`config.mk`:
```
export PLATFORM = sky130hd
export DESIGN_NAME = edge_turn_sequencer_flat
export DESIGN_NICKNAME = d
export VERILOG_FILES = /design/src/rtl/edge_turn_sequencer_if.sv /design/src/rtl/edge_turn_sequencer.sv /design/src/flat_wrapper.sv
export SDC_FILE = /design/constraint.sdc
export NUM_CORES = 1
export LEC_CHECK = 0
export ABC_AREA = 1
export BUFFER_PORTS_ARGS = -buffer_cell sky130_fd_sc_hd__clkbuf_2
export CORE_MARGIN = 8
export CORE_UTILIZATION = 50
export DETAILED_ROUTE_END_ITERATION = 6
export PLACE_DENSITY = 0.7
export SLEW_MARGIN = 20
export SYNTH_ARGS = -nofsm -noshare
export SYNTH_HDL_FRONTEND = slang
export SYNTH_SLANG_ARGS = --single-unit
```
`constraint.sdc`:
```
create_clock -name clk -period 2.2 [get_ports clk]
set_input_delay 0 -clock clk [delete_from_list [all_inputs] [get_ports clk]]
set_output_delay 0 -clock clk [all_outputs]
set_load 0.05 [all_outputs]
```
`src/rtl/edge_turn_sequencer_if.sv`:
```
// Drive-path signals between the border sequencer (master) and the motor-select overlord (slave).
// Motor nibbles are indexed [4:1] so bit n is INn.
interface edge_turn_sequencer_if;
  logic       enable;
  logic       pr;
  logic       border_l;
  logic       border_r;
  logic [4:1] bc_in;
  logic [4:1] et_in;
  logic       turn_start;
  logic       t_c;
  logic       busy;

  modport master (
    input  enable, pr, border_l, border_r,
    output bc_in, et_in, turn_start, t_c, busy
  );

  modport slave (
    output enable, pr, border_l, border_r,
    input  bc_in, et_in, turn_start, t_c, busy
  );
endinterface

```
`src/rtl/edge_turn_sequencer.sv`:
```
// Border-avoidance sequencer: reverse, pivot away from the edge, then pulse t_c; outputs registered off next state.
// Define EDGE_TURN_DEBOUNCE_EN to insert a DEB_CYCLES consecutive-sample debounce after the synchronizers.
module edge_turn_sequencer #(
  parameter int REVERSE_CYCLES = 25_000_000,
  parameter int TURN_CYCLES    = 50_000_000,
  parameter int FIRE_CYCLES    = 1_000_000,
  parameter int DEB_CYCLES     = 1_000,
  parameter int CNT_W          = 28
) (
  input logic                  clk,
  input logic                  rst_n,
  edge_turn_sequencer_if.master bus
);

  typedef enum logic [1:0] {S_IDLE, S_REVERSE, S_TURN, S_DONE} state_t;

  localparam logic [4:1] MOT_FWD   = 4'b0101;
  localparam logic [4:1] MOT_REV   = 4'b1010;
  localparam logic [4:1] PIV_RIGHT = 4'b0110;
  localparam logic [4:1] PIV_LEFT  = 4'b1001;

  localparam logic [CNT_W-1:0] REV_LOAD   = CNT_W'(REVERSE_CYCLES - 1);
  localparam logic [CNT_W-1:0] TURN_LOAD  = CNT_W'(TURN_CYCLES - 1);
  localparam logic [CNT_W-1:0] TURN2_LOAD = CNT_W'(2 * TURN_CYCLES - 1);
  localparam logic [CNT_W-1:0] FIRE_LOAD  = CNT_W'(FIRE_CYCLES - 1);

  state_t           state_q, state_d;
  logic [CNT_W-1:0] cnt_q, cnt_d;
  logic             piv_left_q, piv_left_d;
  logic             both_q, both_d;
  logic [1:0]       sync_l_q, sync_l_d;
  logic [1:0]       sync_r_q, sync_r_d;
  logic [4:1]       bc_in_q, bc_in_d;
  logic [4:1]       et_in_q, et_in_d;
  logic             turn_start_q, turn_start_d;
  logic             t_c_q, t_c_d;
  logic             busy_q, busy_d;

  logic             hit_l, hit_r;
  logic             run;
  logic             start_rev;

  assign sync_l_d = {sync_l_q[0], bus.border_l};
  assign sync_r_d = {sync_r_q[0], bus.border_r};

`ifdef EDGE_TURN_DEBOUNCE_EN
  localparam int DEB_W = $clog2(DEB_CYCLES + 1);
  localparam logic [DEB_W-1:0] DEB_MAX = DEB_W'(DEB_CYCLES);

  logic [DEB_W-1:0] deb_l_q, deb_l_d;
  logic [DEB_W-1:0] deb_r_q, deb_r_d;

  // Saturating run-length of consecutive high samples; any low sample restarts it.
  always_comb begin
    deb_l_d = '0;
    deb_r_d = '0;
    if (sync_l_q[1]) deb_l_d = (deb_l_q == DEB_MAX) ? DEB_MAX : deb_l_q + DEB_W'(1);
    if (sync_r_q[1]) deb_r_d = (deb_r_q == DEB_MAX) ? DEB_MAX : deb_r_q + DEB_W'(1);
  end

  always_ff @(posedge clk or negedge rst_n) begin
    if (!rst_n) begin
      deb_l_q <= '0;
      deb_r_q <= '0;
    end else begin
      deb_l_q <= deb_l_d;
      deb_r_q <= deb_r_d;
    end
  end

  assign hit_l = (deb_l_q == DEB_MAX);
  assign hit_r = (deb_r_q == DEB_MAX);
`else
  assign hit_l = sync_l_q[1];
  assign hit_r = sync_r_q[1];
`endif

  assign run       = bus.enable && bus.pr;
  assign start_rev = (hit_l || hit_r) && (state_q == S_IDLE || state_q == S_DONE);

  always_comb begin
    state_d    = state_q;
    cnt_d      = cnt_q;
    piv_left_d = piv_left_q;
    both_d     = both_q;

    if (!run) begin
      state_d    = S_IDLE;
      cnt_d      = '0;
      piv_left_d = 1'b0;
      both_d     = 1'b0;
    end else if (start_rev) begin
      state_d    = S_REVERSE;
      cnt_d      = REV_LOAD;
      piv_left_d = hit_r && !hit_l;
      both_d     = hit_l && hit_r;
    end else if (state_q != S_IDLE) begin
      // Counter holds at zero in IDLE, so the phase advance only ever happens from a loaded state.
      if (cnt_q != '0) begin
        cnt_d = cnt_q - CNT_W'(1);
      end else begin
        case (state_q)
          S_REVERSE: begin
            state_d = S_TURN;
            cnt_d   = both_q ? TURN2_LOAD : TURN_LOAD;
          end
          S_TURN: begin
            state_d = S_DONE;
            cnt_d   = FIRE_LOAD;
          end
          default: state_d = S_IDLE;
        endcase
      end
    end

    bc_in_d      = MOT_FWD;
    et_in_d      = '0;
    turn_start_d = 1'b0;
    t_c_d        = 1'b0;
    busy_d       = (state_d != S_IDLE);
    case (state_d)
      S_REVERSE: bc_in_d = MOT_REV;
      S_TURN: begin
        bc_in_d      = MOT_REV;
        et_in_d      = piv_left_d ? PIV_LEFT : PIV_RIGHT;
        turn_start_d = 1'b1;
      end
      S_DONE:  t_c_d = 1'b1;
      default: ;
    endcase
  end

  always_ff @(posedge clk or negedge rst_n) begin
    if (!rst_n) begin
      sync_l_q     <= '0;
      sync_r_q     <= '0;
      state_q      <= S_IDLE;
      cnt_q        <= '0;
      piv_left_q   <= 1'b0;
      both_q       <= 1'b0;
      bc_in_q      <= MOT_FWD;
      et_in_q      <= '0;
      turn_start_q <= 1'b0;
      t_c_q        <= 1'b0;
      busy_q       <= 1'b0;
    end else begin
      sync_l_q     <= sync_l_d;
      sync_r_q     <= sync_r_d;
      state_q      <= state_d;
      cnt_q        <= cnt_d;
      piv_left_q   <= piv_left_d;
      both_q       <= both_d;
      bc_in_q      <= bc_in_d;
      et_in_q      <= et_in_d;
      turn_start_q <= turn_start_d;
      t_c_q        <= t_c_d;
      busy_q       <= busy_d;
    end
  end

  assign bus.bc_in      = bc_in_q;
  assign bus.et_in      = et_in_q;
  assign bus.turn_start = turn_start_q;
  assign bus.t_c        = t_c_q;
  assign bus.busy       = busy_q;

endmodule
```
`src/flat_wrapper.sv`:
```
// flat-port wrapper written by rule: the top's interface ports become plain ports
module edge_turn_sequencer_flat 
#(
  parameter int REVERSE_CYCLES = 25_000_000,
  parameter int TURN_CYCLES    = 50_000_000,
  parameter int FIRE_CYCLES    = 1_000_000,
  parameter int DEB_CYCLES     = 1_000,
  parameter int CNT_W          = 28
)
  (clk, rst_n, bus_enable, bus_pr, bus_border_l, bus_border_r, bus_bc_in, bus_et_in, bus_turn_start, bus_t_c, bus_busy);
  edge_turn_sequencer_if bus_i ();
  input logic clk;
  input logic rst_n;
  input wire logic [$bits(bus_i.enable)-1:0] bus_enable;
  input wire logic [$bits(bus_i.pr)-1:0] bus_pr;
  input wire logic [$bits(bus_i.border_l)-1:0] bus_border_l;
  input wire logic [$bits(bus_i.border_r)-1:0] bus_border_r;
  output wire logic [$bits(bus_i.bc_in)-1:0] bus_bc_in;
  output wire logic [$bits(bus_i.et_in)-1:0] bus_et_in;
  output wire logic [$bits(bus_i.turn_start)-1:0] bus_turn_start;
  output wire logic [$bits(bus_i.t_c)-1:0] bus_t_c;
  output wire logic [$bits(bus_i.busy)-1:0] bus_busy;
  assign bus_i.enable = bus_enable;
  assign bus_i.pr = bus_pr;
  assign bus_i.border_l = bus_border_l;
  assign bus_i.border_r = bus_border_r;
  assign bus_bc_in = bus_i.bc_in;
  assign bus_et_in = bus_i.et_in;
  assign bus_turn_start = bus_i.turn_start;
  assign bus_t_c = bus_i.t_c;
  assign bus_busy = bus_i.busy;
  edge_turn_sequencer #(.REVERSE_CYCLES(REVERSE_CYCLES), .TURN_CYCLES(TURN_CYCLES), .FIRE_CYCLES(FIRE_CYCLES), .DEB_CYCLES(DEB_CYCLES), .CNT_W(CNT_W)) u_core (.clk(clk), .rst_n(rst_n), .bus(bus_i));
endmodule
```
# After elaboration in Yosys (flattened, before gate mapping)
# Index checks and enable logic that the tools add are counted.
# op_classes
addsub,1
n_eq_ne,9
muxes,20
n_reduce_logical,13
# ops
op,count
28-bit 2-to-1 mux,4
28-bit case mux with 2 select lines,1
28-bit nonzero test,1
"28-bit by 1-bit subtractor with 28-bit output, second input constant",1
27-bit 2-to-1 mux,1
4-bit 2-to-1 mux,3
"2-bit equality test, second input constant",4
2-bit 2-to-1 mux,4
1-bit 2-to-1 mux,6
"5-bit inequality test, second input constant",1
"2-bit by 1-bit equality test with 1-bit output, second input constant",2
1-bit logical AND,4
2-bit case mux with 2 select lines,1
2-bit nonzero test,2
"3-bit inequality test, second input constant",1
2-bit zero test,1
1-bit logical OR,2
"2-bit inequality test, second input constant",1
2-bit AND reduction,1
2-bit OR reduction,1
1-bit zero test,1
# word_totals
regBits,47
in_bits,6
output_inout_bits,11

# Depth between registers and ports, before layout
# Gate-level depths: netlist (run 1).
# depth
depth_word,9
depth_mapped,13
ltp_nobuf,13

# Least setup slack after synthesis (run 1)
# No wires, ideal clock.
# synth_timing
path_type,flip-flop to flip-flop
from,register u_core.state_q[0]
to,register u_core.bc_in_q (netlist bit u_core.bus.bc_in[2])
arrival_time_ps,1956
setup_slack_ps,113
path_stages_with_launch,11
path_buffers,0
period_less_slack_ps,2087
cell_sequence,dfrtp_1 -> inv_1 -> ha_1 -> inv_1 -> o21ai_2 -> inv_1 -> nor2_1 -> o21ai_0 -> a21oi_1 -> inv_1 -> ha_1
# synth_via
elab_chain_cells,9
word_cells_on_any_way,16
# synth_rtl
item,line,text
from (decl),edge_turn_sequencer.sv:27,"state_t state_q, state_d;"
from (signal assigned),edge_turn_sequencer.sv:149,state_q <= state_d;
2-bit equality test or 2-bit by 1-bit equality test with 1-bit output (tied branches),edge_turn_sequencer.sv:102,case (state_q)
2-bit case mux with 2 select lines,edge_turn_sequencer.sv:102,
2-bit 2-to-1 mux,edge_turn_sequencer.sv:99,if (cnt_q != '0) begin
2-bit 2-to-1 mux,edge_turn_sequencer.sv:97,end else if (state_q != S_IDLE) begin
2-bit 2-to-1 mux *,edge_turn_sequencer.sv:92,end else if (start_rev) begin
2-bit 2-to-1 mux *,edge_turn_sequencer.sv:87,if (!run) begin
named net u_core.state_d[1],edge_turn_sequencer.sv:27,
2-bit by 1-bit equality test with 1-bit output or 2-bit equality test (tied branches),edge_turn_sequencer.sv:121,case (state_d)
2-bit OR reduction (no line) *,n/a,
4-bit 2-to-1 mux *,edge_turn_sequencer.sv:121,
named net u_core.bc_in_d (one bit),edge_turn_sequencer.sv:33,"logic [4:1] bc_in_q, bc_in_d;"
to (signal assigned),edge_turn_sequencer.sv:153,bc_in_q <= bc_in_d;
to (decl),edge_turn_sequencer.sv:33,
# The timed path passes the listed nets; every way through them passes the cells marked *.
# A chain may end at the register's enable or synchronous reset.

# Worst setup path after layout (run 1)
# layout_timing
from,register u_core.cnt_q[0]
to,register u_core.et_in_q (netlist bit u_core.bus.et_in[1])
# layout_via
elab_chain_cells,7
# layout_rtl
item,line,text
from (decl),edge_turn_sequencer.sv:28,"logic [CNT_W-1:0] cnt_q, cnt_d;"
from (signal assigned),edge_turn_sequencer.sv:150,cnt_q <= cnt_d;
28-bit nonzero test,edge_turn_sequencer.sv:99,
2-bit 2-to-1 mux,edge_turn_sequencer.sv:99,
2-bit 2-to-1 mux,edge_turn_sequencer.sv:97,
2-bit 2-to-1 mux,edge_turn_sequencer.sv:92,
2-bit 2-to-1 mux,edge_turn_sequencer.sv:87,
2-bit equality test,edge_turn_sequencer.sv:121,
4-bit 2-to-1 mux,edge_turn_sequencer.sv:121,
named net u_core.et_in_d (one bit),edge_turn_sequencer.sv:34,"logic [4:1] et_in_q, et_in_d;"
to (signal assigned),edge_turn_sequencer.sv:154,et_in_q <= et_in_d;
to (decl),edge_turn_sequencer.sv:34,
# The timed path passes the listed nets, and every way through them passes these cells.

==> impl_metrics.toml, run 1 <==
[floorplanning]
num_rows = 27
core_mm2 = 0.00544
die-area_mm2 = 0.00824
io_pins = 17
die_h_um = 90.8
die_w_um = 90.8
initial_core_util = 0.514

[critical_path]
critPathCaptureType = "flip-flop"
critPathBufInv = 2
regToRegStartpoint = "u_core.cnt_q[0]"
crit_family = "simple AND/OR/NAND/NOR gates"
reg2reg_depth = 12
worstPathCellList = "inv_1, ha_2, nand2_1, nor2_1, nand2_1, nor2_4, nand2_2, o211ai_1, nand2_1, ha_1, inv_1, nor2_1"
timing.critical_path.mode_cell = "nand2_1"
crit-reg2reg-capture = "u_core.bus.et_in[1]"
r2r_slack_ps = 200
slowest_stage = "dfrtp_1"
cp-start-kind = "flip-flop"
worstPathRequired_ps = 2390
crit_type = "reg2reg"
path_max_fanout = 4
arrival_ps = 2190
max_stage_delay_ps = 390

[finish]
stdcell_count = 521
syn_to_final_growth_pct = 13.7
fillers = 521
layout.nets = 462
drive_above_1_share = 0.136
post-route-util = 0.584
diodes = 0

[pwr]
p_int_w = 0.00128
p_leak_nw = 1.75
power_frac_seq = 0.435
p_sw_w = 0.000710
clockPowerShare = 0.265
swShare = 0.356
p_comb_frac = 0.301
p_total_w = 0.00199
irDropWorstVdd_uv = 303
power.density_mw_per_mm2 = 628

[min_path]
min_to = "u_core.state_q[1]"
hold_path_depth = 5
hp-class = "in2reg"
hp-start = "bus_pr"

[grt]
met1_usage = 0.213
grt_overflow = 0
grt_pass1_wl_mm = 12.1
grt_max_degree = 44
gr-usage-met2 = 0.312
grt_pass1_vias = 2612
antenna_found_initial = 0
top_usage_layer = "met2"
met3_usage = 0.0399
track_usage = 0.181

[job]
cap_violations = 0

[timing]
fmax_ghz = 0.500
hold_viol_final = 0
setup_viol = 0
clock_skew_ps = 6.59
relSlewSlack = 0.636
fin_crit_sh = 0.909
finalCriticalPeriod_ps = 2000
final-max-slew-violation-count = 0
rsz0062_at_grt = "no"
max_slew.worst_pin.slew_ps = 546
worst_slack_ps = 201
tns_ps = 0

[synthesis]
synth_top_area_cell = "dfrtp_1"
synth_commonest_cells = "158 x nand2_1, 64 x nor2_1, 49 x inv_1"
ys_warn_count = 0
ys_top_cells_by_area = "dfrtp_1 38%, nand2_1 21%, nor2_1 8.6%"
avgSynthCellArea_um2 = 6.75
yosysMostFrequentCell = "nand2_1"
synth_flop_cell = "dfrtp_1"
async_flop_share = 1.00
synth.cell_area_mm2 = 0.00279
syn_inst = 414
synth-seq-area-share = 0.386
synth.distinct_cells = 28
yosysTopAreaCellShare = 0.376
ys_ff_latch = 43
synth-edff-count = 0
synth_nets = 428

[routing]
via_per_inst = 5.12
drt_wl_total_mm = 7.14
first_pass_iters = 4
detail_route.wl_per_cell_um = 13.7
ant_nets = 0
drtIter0Drc = 251
drc_errors = 0
vias = 2666

[place]
portBuffers = 16
dp_hpwl_mm = 5.32
placed_cells = 507
gp_congestion = 0.961
place_ws_ps = 70.9

[clock_network]
cts_root_buffer = "clkbuf_8"
cts_tree = "yes"
numCtsBuffers = 5
clockBufferDepth = 2
insertion_delay_ps = 300
cts_max_level = 2
path_clk_slew_ps = 80
cts.sinks = 43

[run_status]
status = "complete, no violations"
[placed cells by master (no fill, tap or decap), types with 6 or more instances in the layout]
| cell type | synthesis | layout |
|---|---|---|
| inv_1 | 49 | 49 |
| nor2_1 | 64 | 62 |
| buf_4 | 6 | 15 |
| nand2_1 | 158 | 157 |
| clkbuf_8 | 0 | 6 |
| dfrtp_1 | 42 | 42 |
| o21ai_0 | 16 | 15 |
| ha_1 | 8 | 7 |
| nand3_1 | 26 | 26 |
| clkbuf_2 | 0 | 16 |
| xor2_1 | 7 | 7 |
[layout make-up]
type	instances	area, um2	share of cell area
multi-input cells	314	1490	0.469
clock inverters	1	5.00	0.00158
inverters	49	184	0.0579
repair buffers	35	243	0.0764
flip-flops and latches	43	1080	0.339
clock buffers	7	86.3	0.0272
well taps	72	90.1	0.0284
[through the flow]
step	cell area [um2]	hold slack [ps]
after global placement	3010	110
final	3180	260
after CTS	3130	260
after floorplan	2790	-296
after detailed placement	3010	110
after global routing	3180	305
[worst register-to-register path, delay by kind of cell, from the launching register on]
family,cells,cell delay (ps)
and+or+nand+nor,7,730
adders and majority gates,2,440
DFF,1,390
buffers and inverters,2,170
AOI/OAI and AO/OA,1,160
[repair_timing]
item	CTS	global route
hold buffers	3	0
endpoints found under the hold margin	44	0
setup endpoints to repair	0	5
buffers inserted	0	3
gates resized for setup	0	7
[how the worst max path moves through the flow]
stage                            from                   to  slack, ps  depth (start not counted)
global route          u_core.cnt_q[0]  u_core.bus.et_in[1]         20                         12
CTS                   u_core.cnt_q[0]  u_core.bus.bc_in[2]         70                         10
floorplan           u_core.state_q[0]  u_core.bus.bc_in[2]        110                         10
detailed placement    u_core.cnt_q[0]  u_core.bus.bc_in[2]         70                         10
finish                u_core.cnt_q[0]  u_core.bus.et_in[1]        200                         12
global placement      u_core.cnt_q[0]  u_core.bus.bc_in[2]        190                         10
[power groups by stage]
stage                     combinational, W  sequential (W)  clock (W)
after floorplan                   0.000404        0.000887          0
after global placement            0.000564        0.000880          0
after detailed placement          0.000569        0.000881          0
after CTS                         0.000575        0.000866   0.000539
after global routing              0.000677        0.000873   0.000569
final                             0.000599        0.000867   0.000528
[logic make-up after synthesis]
kind of cell | count (synthesis) | share of synthesized area
AO/OA/AOI/OAI | 26 | 0.0533
XOR/XNOR | 10 | 0.0314
adder cells (fa/ha/maj) | 8 | 0.0358
buffers and inverters | 57 | 0.0878
flip-flops | 43 | 0.386
AND/OR/NAND/NOR | 270 | 0.406
[flip-flops by register name, summed over array words and instances, names as in the netlist, 2 cells and up]
signal / flops
u_core.sync_r_q: 2
u_core.sync_l_q: 2
u_core.state_q: 2
u_core.bus.et_in: 2
u_core.bus.bc_in: 2
u_core.cnt_q: 28
[per-layer routing]
metal  vias up  share of wire
li1       1342              -
met3        16          0.064
met2        66           0.48
met1      1242           0.44
met4         0          0.020
met5         -              0
Power figures use the tool's default switching activity.
==> inputs of run 2 (changes only) <==
CORE_ASPECT_RATIO = 0.9   (was unset)
clock period = 1.65 ns   (was 2.2 ns; I/O delays follow)
==> run 2 against run 1 <==
  * The flow now finishes with violations (negative setup slack)
  * Non-clock buffer count is 86 higher
  * Largest cell class unchanged
  * Worst hold slack worse by 45 ps
  * Clock skew is 2.2 ps higher
  * Clock power is 40% higher
  * Sequential share of layout area is 7.3 points lower
  * Wire length is 27% higher
  * First-iteration DRC count is 16% lower
  * Power is 53% higher
==> impl_metrics.toml, run 2 (synthesis results as in run 1) <==
[pwr]
power_frac_seq = 0.373
p_sw_w = 0.00111
p_leak_nw = 2.20
irDropWorstVdd_uv = 512
p_comb_frac = 0.386
power.density_mw_per_mm2 = 756
p_int_w = 0.00195
swShare = 0.362
clockPowerShare = 0.241

[grt]
grt_max_degree = 44
track_usage = 0.225
grt_overflow = 0
grt_pass1_vias = 3135
antenna_found_initial = 0
grt_pass1_wl_mm = 14.4

[timing]
fin_crit_sh = 1.19
hold_slack_ps = 215
finalCriticalPeriod_ps = 1960
fmax_ghz = 0.510
worst_slack_ps = -310
max_slew.worst_pin.slew_ps = 568
relSlewSlack = 0.622
hold_viol_final = 0
setup_viol = 36
clock_skew_ps = 8.77
rsz0062_at_grt = "yes"
final-max-slew-violation-count = 0

[floorplanning]
die-area_mm2 = 0.00824
die_h_um = 86.9
initial_core_util = 0.505
num_rows = 26
io_pins = 17
core_mm2 = 0.00553
die_w_um = 94.8

[clock_network]
insertion_delay_ps = 300
cts.sinks = 43
cts_tree = "yes"
path_clk_slew_ps = 90
cts_root_buffer = "clkbuf_8"
numCtsBuffers = 5
cts_max_level = 2
clockBufferDepth = 2

[routing]
ant_nets = 0
via_per_inst = 5.17
drtIter0Drc = 212
vias = 3125
detail_route.wl_per_cell_um = 15.0
drt_wl_total_mm = 9.10
drc_errors = 0
first_pass_iters = 5

[place]
portBuffers = 16
placed_cells = 581
gp_congestion = 0.971
dp_hpwl_mm = 6.40

[finish]
final_common_cell = "nand2_1"
layout.nets = 548
syn_to_final_growth_pct = 44.9
fillers = 450
drive_above_1_share = 0.350
stdcell_count = 605
largest_reg_flops = 28
diodes = 0
seqCellArea_mm2 = 0.00108
largest-register = "u_core.cnt_q"
final_cell_mix = "148 x nand2_1, 95 x buf_4, 49 x nor2_1, 42 x dfrtp_1, 40 x inv_1"
multiInputGateArea_mm2 = 0.00168

[run_status]
status = "finished with violations"
violations = "negative setup slack"

[job]
cap_violations = 0

[min_path]
hp-start = "bus_pr"
hp-class = "in2reg"
min_to = "u_core.state_q[1]"
hold_path_depth = 5

[critical_path]
regToRegStartpoint = "u_core.cnt_q[17]"
worstPathRequired_ps = 1850
crit-reg2reg-capture = "u_core.cnt_q[27]"
r2r_slack_ps = -310
reg2reg_depth = 12
cp-start-kind = "flip-flop"
critPathCaptureType = "flip-flop"
crit_type = "reg2reg"
arrival_ps = 2160
path_max_fanout = 6
## run 2: area by class of cell
class,count,area share
clock inverters,2,0.00402
flip-flops and latches,43,0.266
inverters,49,0.0464
multi-input cells,314,0.415
clock buffers,6,0.0204
well taps,70,0.0216
repair buffers,121,0.226
## run 2: worst max path at each step
stage / slack (ps) / cells after the start / from / to
after floorplan: -170 / 11 / u_core.cnt_q[12] / u_core.bus.et_in[1]
after global placement: -270 / 11 / u_core.cnt_q[8] / u_core.bus.et_in[1]
after detailed placement: -280 / 11 / u_core.cnt_q[8] / u_core.bus.et_in[1]
after CTS: -190 / 10 / u_core.cnt_q[0] / u_core.bus.bc_in[2]
after global routing: -450 / 11 / u_core.cnt_q[6] / u_core.bus.et_in[1]
final: -310 / 12 / u_core.cnt_q[17] / u_core.cnt_q[27]
## run 2: power by group through the flow
stage	clock network [W]	registers, W	logic, W
after global placement	0	0.00115	0.00103
after floorplan	0	0.00118	0.000549
after CTS	0.000749	0.00114	0.00112
after detailed placement	0	0.00116	0.00105
final	0.000737	0.00114	0.00118
after global routing	0.000774	0.00115	0.00130
## run 2: layer usage
metal	up-vias	wire (um)	share of wire	track usage
li1	1512	-	-	-
met1	1445	3780	0.42	0.264
met2	134	4450	0.49	0.396
met3	34	564	0.062	0.0328
met4	0	307	0.034	0.0935
met5	-	0	0	0
## run 2: timing repair
item / 4_1_cts / 5_1_grt
resized for setup: 44 / 14
pin swaps: 10 / 10
buffers inserted: 4 / 9
setup endpoints to repair: 36 / 36
gates cloned: 0 / 0
hold buffers: 3 / 0
hold endpoints to repair: 44 / 0
## run 2: worst max-delay path, stage by stage, from the launching register on
cell and delay, ps:
dfrtp_1 400, nor2_2 150, nand2_1 100, nor2_4 130, buf_4 170, nand2_1 90
nor2_4 160, clkinvlp_4 130, clkbuf_4 200, nand3_1 110, nor2_1 70, nand3_1 80
nand2_1 60
## run 2: through the flow
stage | util | setup WS [ps] | power, W | area [um2] | TNS (ps)
2_1_floorplan | - | -170 | 0.00173 | 2840 | -810
3_3_place_gp | 0.655 | -268 | 0.00218 | 3620 | -4060
3_5_place_dp | 0.655 | -282 | 0.00220 | 3620 | -4990
4_1_cts | 0.710 | -193 | 0.00301 | 3930 | -4860
5_1_grt | 0.732 | -451 | 0.00322 | 4050 | -12460
6_report | 0.732 | -310 | 0.00306 | 4050 | -7800
